<file path="config.mk">
export PLATFORM = sky130hd
export DESIGN_NAME = fnd_disp_arbiter
export DESIGN_NICKNAME = d
export VERILOG_FILES = /design/src/rtl/fnd_pkg.sv /design/src/rtl/scan_tick_gen.sv /design/src/rtl/fnd_disp_arbiter.sv
export SDC_FILE = /design/constraint.sdc
export NUM_CORES = 1
export LEC_CHECK = 0
export CAP_MARGIN = 20
export CORE_ASPECT_RATIO = 1.25
export CORE_MARGIN = 1
export CORE_UTILIZATION = 26
export DETAILED_ROUTE_END_ITERATION = 10
export GPL_TIMING_DRIVEN = 0
export SKIP_LAST_GASP = 1
export SYNTH_ARGS = -nofsm -noshare
export SYNTH_HDL_FRONTEND = slang
export SYNTH_SLANG_ARGS = --single-unit
export TNS_END_PERCENT = 50
</file>
<file path="constraint.sdc">
create_clock -name clk -period 2.25 [get_ports clk]
set_input_delay 0.45 -clock clk [delete_from_list [all_inputs] [get_ports clk]]
set_output_delay 0.45 -clock clk [all_outputs]
set_load 0.05 [all_outputs]
</file>
<file path="src/rtl/fnd_pkg.sv">
// ============================================================================
//  Module      : fnd_pkg
//  Description : Shared types, widths and the display clamp helper for the
//                FND display arbiter.
//  Revision    : 1.0
// ============================================================================
`default_nettype none

package fnd_pkg;

    localparam int DISP_W = 14;
    localparam int SEL_W  = 2;

    localparam logic [DISP_W-1:0] MAX_DISP = 14'd9999;

    typedef enum logic [0:0] {
        SHOW_A = 1'b0,
        SHOW_B = 1'b1
    } arb_state_e;

    // Four BCD digits cannot show more than 9999; saturate instead of wrapping.
    function automatic logic [DISP_W-1:0] clamp_disp(input logic [DISP_W-1:0] x);
        return (x > MAX_DISP) ? MAX_DISP : x;
    endfunction

endpackage

`default_nettype wire

</file>
<file path="src/rtl/scan_tick_gen.sv">
// ============================================================================
//  Module      : scan_tick_gen
//  Description : Digit-scan divider producing a one-cycle tick every SCAN_DIV
//                clocks and a 2-bit digit select that advances on each tick.
//  Revision    : 1.0
// ============================================================================
`default_nettype none

module scan_tick_gen
    import fnd_pkg::*;
#(
    parameter int SCAN_DIV = 100_000
) (
    input  logic             clk,
    input  logic             rst,
    output logic             tick,
    output logic [SEL_W-1:0] sel
);

    localparam int CNT_W = (SCAN_DIV > 2) ? $clog2(SCAN_DIV) : 1;
    localparam logic [CNT_W-1:0] CNT_LAST     = CNT_W'(SCAN_DIV - 1);
    localparam logic [CNT_W-1:0] CNT_PRE_LAST = CNT_W'(SCAN_DIV - 2);

    logic [CNT_W-1:0] div_cnt;

    // tick is registered one count early so it is high exactly while
    // div_cnt sits at its terminal value.
    always_ff @(posedge clk or posedge rst) begin
        if (rst) begin
            div_cnt <= '0;
            tick    <= 1'b0;
            sel     <= '0;
        end else begin
            if (div_cnt == CNT_LAST) begin
                div_cnt <= '0;
            end else begin
                div_cnt <= div_cnt + 1'b1;
            end
            tick <= (div_cnt == CNT_PRE_LAST);
            if (tick) begin
                sel <= sel + 1'b1;
            end
        end
    end

endmodule

`default_nettype wire

</file>
<file path="src/rtl/fnd_disp_arbiter.sv">
// ============================================================================
//  Module      : fnd_disp_arbiter
//  Description : Scan sequencer and A/B display arbiter; B messages pre-empt
//                the background value for HOLD_TICKS scan ticks.
//  Revision    : 1.0
// ============================================================================
`default_nettype none

module fnd_disp_arbiter
    import fnd_pkg::*;
#(
    parameter int SCAN_DIV   = 100_000,
    parameter int HOLD_TICKS = 2000
) (
    input  logic              clk,
    input  logic              rst,
    input  logic [DISP_W-1:0] a_value,
    input  logic              b_valid,
    input  logic [DISP_W-1:0] b_value,
    output logic              tick,
    output logic [SEL_W-1:0]  sel,
    output logic [DISP_W-1:0] disp_value,
    output logic              disp_src,
    output logic              b_active
);

    localparam int HOLD_W = (HOLD_TICKS > 1) ? $clog2(HOLD_TICKS + 1) : 1;
    localparam logic [HOLD_W-1:0] HOLD_INIT = HOLD_W'(HOLD_TICKS);
    localparam logic [HOLD_W-1:0] HOLD_ONE  = HOLD_W'(1);
    localparam logic [SEL_W-1:0]  SEL_LAST  = SEL_W'(3);

    arb_state_e        state_q, state_d;
    logic [HOLD_W-1:0] hold_cnt, hold_d;
    logic [DISP_W-1:0] b_val_q, b_val_d;
    logic              fb;

    scan_tick_gen #(
        .SCAN_DIV (SCAN_DIV)
    ) u_scan (
        .clk  (clk),
        .rst  (rst),
        .tick (tick),
        .sel  (sel)
    );

    assign fb       = tick && (sel == SEL_LAST);
    assign b_active = (state_q == SHOW_B);

    always_ff @(posedge clk or posedge rst) begin
        if (rst) begin
            state_q  <= SHOW_A;
            hold_cnt <= '0;
            b_val_q  <= '0;
        end else begin
            state_q  <= state_d;
            hold_cnt <= hold_d;
            b_val_q  <= b_val_d;
        end
    end

    // A new message always wins over an expiring tick on the same edge.
    always_comb begin
        state_d = state_q;
        hold_d  = hold_cnt;
        b_val_d = b_val_q;
        case (state_q)
            SHOW_A: begin
                if (b_valid) begin
                    state_d = SHOW_B;
                    hold_d  = HOLD_INIT;
                    b_val_d = b_value;
                end
            end
            SHOW_B: begin
                if (b_valid) begin
                    hold_d  = HOLD_INIT;
                    b_val_d = b_value;
                end else if (tick) begin
                    if (hold_cnt == HOLD_ONE) begin
                        state_d = SHOW_A;
                        hold_d  = '0;
                    end else begin
                        hold_d  = hold_cnt - 1'b1;
                    end
                end
            end
            default: begin
                state_d = SHOW_A;
                hold_d  = '0;
            end
        endcase
    end

    // Display value only moves on frame boundaries so a frame never tears.
    always_ff @(posedge clk or posedge rst) begin
        if (rst) begin
            disp_value <= '0;
            disp_src   <= 1'b0;
        end else if (fb) begin
            disp_value <= clamp_disp((state_q == SHOW_B) ? b_val_q : a_value);
            disp_src   <= (state_q == SHOW_B);
        end
    end

endmodule

`default_nettype wire

</file>
==> results.cfg <==
[global_routing]
overflow = 0
antenna_found_initial = 0
grt.total_usage_pct = 12.9
first_global_vias = 2362
grt_max_degree = 37
grt_pass1_wl_mm = 11.5

[final_layout]
area_growth_pct = 33.3
fin_area_sq_um = 3870
fin_nets = 361
drive_above_1_share_pct = 16.5
final.fill_count = 1109
layout.cells.non_filler = 460
regArea_sq_um = 1530
antenna_cells = 0
multiInputGateArea_sq_um = 1310

[place]
place_inst = 443
routabilityCongestion = 0.771
portBuffers = 48
dpl.hpwl_mm = 4.83
placed_area_sq_um = 3570

[synthesis]
synth-simple-area-share_pct = 18.5
syn-num-nets = 298
synth_top_family_by_area = simple AND/OR/NAND/NOR gates
synth_xor_area_share_pct = 4.22
synth_seq_cells = 61
synth_area_per_cell_sq_um = 11.1
synth_top_cell_by_area = dfrtp_1
synthArstFlopShare_pct = 100
yosysUniqueCellTypes = 42
netlist_instances = 262
synth-compound-area-share_pct = 8.79
synth.yosys.seq_area_share_pct = 52.6
yosys-top-cells-count = 61 x dfrtp_1, 24 x nand2_1, 21 x mux2_2
synthMostInstantiatedCell = dfrtp_1
synth_top_flop_cell = dfrtp_1
synth_top_area_share_pct = 52.6
yosys_warnings = 0
netlist_area_sq_um = 2900
synthAdderAreaFrac_pct = 2.15
synth_enable_flop_cells = 0
synth_mux_area_share_pct = 11.2
synth_area_leaders = dfrtp_1 53%, mux2_2 8.1%, mux2i_1 3.1%

[die]
die_area_sq_um = 11600
rows = 42
core_region_area_sq_um = 10700
chipHeight_microns = 120
die_w_microns = 96.5
initial_utilization_pct = 27.1
ios = 50

[pwr]
ir_drop_v = 0.000372
p_leak_nw = 1.64
power_density_nw_per_um2 = 672

[route]
vias = 2199
ant_nets = 0
drc = 0
drtIter0Drc = 51
wl_per_cell_microns = 14.6
first_pass_iters = 4
routed_wl_mm = 6.70
viasPerCell = 4.78

[cts]
h-tree-depth = 3
cts_tree = built
clock_latency_ns = 0.32
clock_sinks = 61
hold_buffers = 0
cts_buffer_depth = 2
cts.clk_slew.worst_paths_ns = 0.05
clockRootBuffer = clkbuf_16
numCtsBuffers = 9

[setup_path]
crit_arrival_ns = 1.64
crit_family = buffers and inverters
endpoint_kind = output pin
crit_required_ns = 1.80
path_max_fanout = 7
slowest_stage = clkdlybuf4s50_1
path_cells = clkdlybuf4s50_1
startpoint_type = register
crit_buf_inv = 1
slowest_delay_ns = 0.85
crit_type = reg2out

[timing]
slew_headroom_pct = 46.6
period_needed_ns = 2.09
fin_crit_sh_pct = 92.8
tightest_slew_ns = 0.800
fmax_mhz = 479
skew_ns = 0.00413
rsz0062_at_grt = false
setup_viol = 0
hold_viol = 0
finalMaxSlewViolations = 0

[hold_path]
hp-class = reg2reg

[run]
maxCapViolCount = 0

[status]
status = finished clean
-- metal layers --
| metal | routed length [microns] | up-vias | GRT usage (%) |
|---|---|---|---|
| met2 | 3440 | 44 | 21.7 |
| li1 | - | 1063 | - |
| met4 | 72 | 0 | 3.86 |
| met3 | 271 | 7 | 3.55 |
| met1 | 2910 | 1085 | 15.9 |
| met5 | 0 | - | 0 |
-- layout by cell type, fill, tap and decap left out, types with 6 or more instances in the layout --
cell | netlist | routed
dfrtp_1 | 61 | 61
clkdlybuf4s50_1 | 0 | 48
nand2_1 | 24 | 24
mux2_2 | 21 | 21
nor2_1 | 20 | 20
a21oi_1 | 16 | 16
mux2i_1 | 9 | 9
clkbuf_16 | 0 | 9
clkbuf_1 | 6 | 8
nand3_1 | 7 | 7
inv_1 | 8 | 7
xor2_1 | 7 | 7
xnor2_1 | 7 | 7
o21ai_0 | 6 | 6
-- cells by family (layout without fill, tap and decap cells) --
kind of cell / count (synthesis) / after routing
fa+ha+maj: 5 / 5
mux: 30 / 30
simple gates: 95 / 95
flops: 61 / 61
xor+xnor: 14 / 14
compound gates: 39 / 39
buf+inv: 18 / 84
-- per-stage QoR --
step / util, % / setup slack (ns) / hold WS (ns) / total power (W) / setup TNS (ns)
finish: 36.1 / 0.162 / 0.466 / 0.00260 / 0
global placement: 33.1 / -0.874 / 0.458 / 0.00130 / -55.15
CTS: 35.9 / 0.0652 / 0.469 / 0.00264 / 0
floorplan: - / 0.207 / 0.443 / 0.00123 / 0
global route: 36.1 / 0.0936 / 0.499 / 0.00270 / 0
detailed placement: 33.3 / -0.275 / 0.458 / 0.00131 / -2.11
-- worst paths after layout --
check / from / end / slack (ns) / cells after the start
setup reg to reg: hold_cnt[1] / hold_cnt[7] / 0.27 / 7
min in group asynchronous: rst / b_val_q[2] / 0.61 / 2
hold / removal: disp_value[12] / disp_value[12] / 0.47 / 2
hold reg to reg: disp_value[12] / disp_value[12] / 0.47 / 2
setup / recovery: b_active / b_active / 0.16 / 1
max in group asynchronous: rst / hold_cnt[2] / 1.02 / 3
-- worst reg2reg max path: cells and delay by family, from the launching register on --
kind            cells  cell delay (ns)
simple gates        3             0.82
flops               1             0.38
compound gates      1             0.29
buf+inv             2             0.24
fa+ha+maj           1             0.14
-- power by group --
group	leakage, nW	switching, W	internal (W)
Sequential	0.722	0.0000176	0.00112
Combinational	0.775	0.0000606	0.0000868
Clock	0.139	0.000439	0.000872
Total	1.64	0.000517	0.00208
-- timing repair --
action                                  in CTS  in global routing
setup buffers                                0                  2
endpoints found under the setup margin       0                  1
gates resized for setup                      0                  0
-- final cells by class --
class | instances | share of cell area, %
Timing Repair Buffer | 52 | 13.4
Tap cell | 132 | 4.27
Inverter | 8 | 0.776
Multi-Input combinational cell | 183 | 33.7
Clock buffer | 12 | 6.37
Sequential cell | 61 | 39.4
Buffer | 10 | 1.10
Clock inverter | 2 | 0.905
-- sequential cells by signal, summed over array words and instances (netlist names) --
register        flops
b_val_q            14
disp_src            1
u_scan.tick         1
hold_cnt           11
b_active            1
u_scan.sel          2
u_scan.div_cnt     17
disp_value         14
(Power assumes the default switching activity.)
